`config.mk`:
```
export PLATFORM = sky130hd
export DESIGN_NAME = checker_fifo
export DESIGN_NICKNAME = d
export VERILOG_FILES = /design/src/rtl/sha256_result_checker.sv
export SDC_FILE = /design/constraint.sdc
export NUM_CORES = 1
export LEC_CHECK = 0
export ABC_AREA = 1
export BUFFER_PORTS_ARGS = -buffer_cell sky130_fd_sc_hd__buf_4
export CORE_MARGIN = 4
export CORE_UTILIZATION = 46
export CTS_BUF_LIST = sky130_fd_sc_hd__clkbuf_2 sky130_fd_sc_hd__clkbuf_4 sky130_fd_sc_hd__clkbuf_8
export DETAILED_ROUTE_END_ITERATION = 10
export PLACE_DENSITY = 0.68
export RECOVER_POWER = 100
export SYNTH_ARGS = -nofsm -noshare
export SYNTH_HDL_FRONTEND = slang
export SYNTH_SLANG_ARGS = --single-unit
```
`constraint.sdc`:
```
create_clock -name clk -period 7.3 [get_ports clk]
set_input_delay 1.46 -clock clk [delete_from_list [all_inputs] [get_ports clk]]
set_output_delay 1.46 -clock clk [all_outputs]
set_load 0.05 [all_outputs]
```
`src/rtl/sha256_result_checker.sv`:
```
// Small synchronous FIFO with first-word fall-through head and a synchronous clear.
// Latency: a push is visible at the head on the cycle after the write edge.
// Backpressure: push is accepted when not full or when a pop occurs on the same edge.
module checker_fifo #(
    parameter int W     = 41,
    parameter int DEPTH = 4
) (
    input  logic         clk,
    input  logic         rst_n,
    input  logic         clr,
    input  logic         push_vld,
    input  logic [W-1:0] push_dat,
    input  logic         pop_rdy,
    output logic         pop_vld,
    output logic [W-1:0] pop_dat,
    output logic         full
);
    localparam int AW = $clog2(DEPTH);
    localparam logic [AW:0] PTR_ONE = 1;

    logic [AW:0]  wr_ptr_q, wr_ptr_d, rd_ptr_q, rd_ptr_d;
    logic [W-1:0] mem_q [DEPTH];
    logic         do_push, do_pop;

    always_comb begin
        full     = (wr_ptr_q[AW] != rd_ptr_q[AW]) && (wr_ptr_q[AW-1:0] == rd_ptr_q[AW-1:0]);
        pop_vld  = (wr_ptr_q != rd_ptr_q);
        do_pop   = pop_vld && pop_rdy;
        do_push  = push_vld && (!full || do_pop);
        wr_ptr_d = wr_ptr_q;
        rd_ptr_d = rd_ptr_q;
        if (clr) begin
            wr_ptr_d = '0;
            rd_ptr_d = '0;
        end else begin
            if (do_push) wr_ptr_d = wr_ptr_q + PTR_ONE;
            if (do_pop)  rd_ptr_d = rd_ptr_q + PTR_ONE;
        end
        // Head reads as zero when empty so the outputs are 0 out of reset.
        pop_dat = pop_vld ? mem_q[rd_ptr_q[AW-1:0]] : '0;
    end

    always_ff @(posedge clk) begin
        if (!rst_n) begin
            wr_ptr_q <= '0;
            rd_ptr_q <= '0;
        end else begin
            wr_ptr_q <= wr_ptr_d;
            rd_ptr_q <= rd_ptr_d;
        end
    end

    always_ff @(posedge clk) begin
        if (do_push && !clr) mem_q[wr_ptr_q[AW-1:0]] <= push_dat;
    end
endmodule


```
Word-level counts from Yosys, hierarchy flattened
Memory sizes are Yosys's and may differ from the RTL's. A register that Yosys moved wholly into a read port is not among the register bits.
Index checks and enable logic that the tools add are counted.
W data, S select, Z words.
- memories: 1
- input port bits: 46
- output and inout bits: 43
- word-level logic and storage cells: 22
- flip-flop bits (word level): 6
- bits in writable memories: 164
- muxes and demuxes: 5
- add/sub/neg operators: 2
- equality and inequality tests: 3
- reduce and logical (&&, ||, !) cells: 8
- bitwise logic cells: 1
- memory list (name ; words ; width ; read ports ; clocked after Yosys merged registers in ; wr ports ; RTL line ; text):
    mem_q ; 4 ; 41 ; 1 ; 1 ; 1 ; 22 ; logic [W-1:0] mem_q [DEPTH];
- operators by type and width (cell ; count):
    $mux W41 ; 1
    $add A3 B1 Y3 const B ; 2
    $logic_and A1 B1 Y1 ; 4
    $mux W2 ; 2
    $ne A3 B3 Y1 ; 1
    $eq A2 B2 Y1 ; 1
    $logic_not A1 Y1 ; 2
    $mux W1 ; 2
    $reduce_or A2 Y1 ; 1
    $logic_or A1 B1 Y1 ; 1
    $ne A1 B1 Y1 ; 1
    $not A1 Y1 ; 1

Longest topological paths before layout
- depth in word-level cells: 8
- depth in mapped cells: 9
- depth with buffers taken out: 9

Worst setup path after synthesis
Ideal clock, no wire load.
- path kind: in2reg
- start: input pop_rdy
- end: memory mem_q[0][0] (enable)
- data arrival time: 3521 ps
- setup time: 440 ps
- setup slack: 3339 ps
- data required time: 6860 ps
- stages on the path: 6
- buffers on the path: 0
- cell sequence: inv_1 -> nand4_2 -> nand2_2 -> inv_2 -> nand2_2 -> nor2_1
- cells in the longest elaborated chain, start to end: 6
- ends and longest elaborated chain (what ; RTL line ; text):
    start, declared ; 13 ; input logic pop_rdy,
    $logic_and A1 B1 Y1 ; 28 ; do_pop = pop_vld && pop_rdy;
    $logic_or A1 B1 Y1 ; 29 ; do_push = push_vld && (!full || do_pop);
    $logic_and A1 B1 Y1 ; 29 ;
    $logic_and A1 B1 Y1 ; 54 ; if (do_push && !clr) mem_q[wr_ptr_q[AW-1:0]] <= push_dat;
    $mux W1 ; 54 ;
    $mux W1 (implied by the code) ; 54 ;
    end, declared ; 22 ;
No other way between the ends.

Worst setup path after layout
- start: register wr_ptr_q[1]
- end: output pop_dat[29]
- cells in the longest elaborated chain, start to end: 2
- ends and longest elaborated chain (what ; RTL line ; text):
    start, declared ; 21 ; logic [AW:0] wr_ptr_q, wr_ptr_d, rd_ptr_q, rd_ptr_d;
    start signal, assigned ; 48 ; wr_ptr_q <= wr_ptr_d;
    $ne A3 B3 Y1 ; 27 ; pop_vld = (wr_ptr_q != rd_ptr_q);
    $mux W41 ; 40 ; pop_dat = pop_vld ? mem_q[rd_ptr_q[AW-1:0]] : '0;
    end, declared ; 15 ; output logic [W-1:0] pop_dat,
No other way between the ends.

==> summary.md <==
| Metric | Value |
|---|---|
| Startpoint types | flop |
| Site Rows | 45 |
| CP Max Fanout | 44 |
| Critical Path AT | 3550 ps |
| Core Area | approximately 15,000 um2 |
| Peak supply drop | 0.000122 V |
| Lkg Pwr | about 2.9 nW |
| Grt met2 use | 0.269 |
| # Max-Cap Violations | 5 |
| Period utilization | 0.686 |
| Hold Vio Cnt, Final | 0 |
| Clock Sinks | 172 |
| Final wirelength | 13,900 um |
| Antenna diode count | 0 |
| P_int | 1.48 mW |
| Global placement routability congestion | 0.774 |
| Worst skew pair latency | 440 ps |
| Die width | 133 um |
| Status | finished with violations |
| Initial antenna violation count | 1 |
| Clock power frac | 0.331 |
| CTS buffer count | 17 |
| Area contributors post-synth | edfxtp_1 69%, nor2_1 7.1%, o32ai_2 5.2% |
| Async S/R FF share, synth | 0 |
| # DRC | 0 |
| DRT Pass-1 Iters | 4 |
| Synth top area share | 0.687 |
| Max Root-Sink Buffers | 2 |
| Fin area | 7970 um2 |
| Final setup vio count | 0 |
| RSZ-0062 raised after global routing | false |
| Layout cells sized above 1 | 0.102 |
| DP HPWL | between 7000 and 8000 um |
| Vias per inst | approximately 5.1 |
| Flop pwr share | 0.564 |
| Relative slew slack | -0.872 |
| Hold-fix buffers, CTS | 0 |
| Critical Path Sink Type | output pin |
| Setup Skew | 8.42 ps |
| Failing checks | max-capacitance violations, max-slew violations |
| Gr busiest metal | met2 |
| Minimum clock period | 5010 ps |
| Setup Fix Bufs, Post-CTS | 0 |
| Total Neg Setup Slack | 0 ps |
| Pwr/cell area | 246 nW/um2 |
| Critical Path RT | between 5000 and 6000 ps |
| Nets | 685 |
| CTS H-tree depth | 4 |
| Area leader, netlist | edfxtp_1 |
| Post-synth EDFFs | 164 |
| Syn_area_per_cell | 13.0 um2 |
| Die area | 17,700 um2 |
| Clock-pin slew on the worst setup and hold paths | 80 ps |
| Sw frac | 0.245 |
| Max Fclk | 200 MHz |
| Post-DRT Antenna Nets | 0 |
| Largest net degree at the start of global routing | 84 |
| Vias in the first global route | 4,468 |
| IO Pins | 89 |
| Sw power | 0.481 mW |
| TritonCTS clock tree | yes |
| Most common flop cell mapped by yosys | edfxtp_1 |
| Netlist cell types | 28 |
| List of most frequent post-synthesis cells | 164 x edfxtp_1, 136 x nor2_1, 52 x inv_1, 52 x nand2_1, 42 x o21ai_0 |
| Initial DRC Count | 383 |
| Comb power frac | 0.104 |
| Avg WL per Cell | 16.2 um |
| Port bufs | 88 |
| All-layer global routing usage | 0.161 |
| Net Count, Synth | roughly 600 |
| Slew Viols, Final | 213 |
| FF+latch count, synth | 172 |
| GR Layer Usage met1 | 0.203 |
| Met3 Usage GRT | 0.0479 |
| CP Class | flop to output pin |
| Cell count after synthesis | 552 |
| Synth Cell Area | 7170 um2 |
| Die H | 133 um |
| CTS resizes | 0 |
| Worst-Margin Slew | 2810 ps |
| Hold Path Class | flop to flop |
| Total number of vias | 4,376 |
| Most common cell in the netlist | edfxtp_1 |
| Post-DP Area | roughly 8000 um2 |
| Sequential fraction of the synthesis area | 0.709 |
| Area added between synthesis and finish | 11.2% |
| Congestion Overflow GR | 0 |
| Initial Util | 0.470 |
| Root buffer cell | clkbuf_8 |
| Warnings, synthesis | 0 |
| First-pass GRT wire length | about 22,000 um |
power by group through the flow:
stage | Clock (mW) | Sequential [mW] | Combinational, mW
3_3_place_gp | 0 | 1.13 | 0.233
5_1_grt | 0.712 | 1.11 | 0.224
6_report | 0.651 | 1.11 | 0.205
2_1_floorplan | 0 | 1.13 | 0.163
4_1_cts | 0.665 | 1.11 | 0.237
3_5_place_dp | 0 | 1.13 | 0.237
layout by cell type (no fill, tap or decap), drive strengths merged:
master	n
o32ai	41
nand4	1
clkbuf	107
nand3	4
clkinvlp	2
ha	5
o21ai	43
nor2	137
clkinv	9
buf	4
nand2	56
xor2	2
edfxtp	164
dfxtp	8
xnor2	1
bufinv	3
a21oi	2
inv	57
nand3b	1
critical path, cell delays in order (launching register included):
cell and delay (ps):
dfxtp_1 380, xnor2_1 280, nand3_1 1470, nand2_1 590
inv_1 70, clkbuf_1 300
cell type report:
type                    count  area [um2]
clock buffers              18         241
clock inverters            14         153
fillers                  1370        7290
inverters                  57         219
multi-input cells         293        1640
flip-flops and latches    172        5090
well taps                 211         264
repair buffers             93         364
flip-flops by register name, summed over array words and instances, names as in the netlist, named ones only:
register and count:
wr_ptr_q 3, rd_ptr_q 3, mem_q 164
final timing paths:
kind	startpoint	endpoint	slack [ps]	cells after the start
setup / recovery	wr_ptr_q[1]$_SDFFE_PP0P_	pop_dat[29]	2290	5
hold / removal	rd_ptr_q[2]$_SDFFE_PP0N_	rd_ptr_q[2]$_SDFFE_PP0N_	510	2
setup reg to reg	wr_ptr_q[0]$_SDFFE_PP0P_	mem_q[3][4]$_DFFE_PP_	3450	9
hold reg to reg	rd_ptr_q[2]$_SDFFE_PP0N_	rd_ptr_q[2]$_SDFFE_PP0N_	510	2
cell families (layout without fill, tap and decap cells):
group	count (synthesis)	count (layout)	share of synthesized area
flip-flops	172	172	0.709
AND/OR/NAND/NOR	199	199	0.111
XOR/XNOR	3	3	0.00471
buffers and inverters	87	182	0.0605
adder cells (fa/ha/maj)	5	5	0.00872
AO/OA/AOI/OAI	86	86	0.106
layer usage:
metal / part of all wire / vias up
met2: 0.50 / 103
met5: 0.00093 / -
met3: 0.052 / 14
met1: 0.43 / 2164
met4: 0.011 / 2
li1: - / 2093
per-stage QoR:
step                total power [mW]  hold slack, ps  utilization  instances  setup WS, ps
CTS                             2.01             515        0.547        858          3190
finish                          1.96             513        0.522        858          2290
floorplan                       1.29             476            -        552          3340
global placement                1.36             497        0.521        826          3750
detailed placement              1.37             502        0.521        826          3700
global route                    2.05             555        0.522        858          1860
Note: power is estimated with default switching activity, not from simulation.
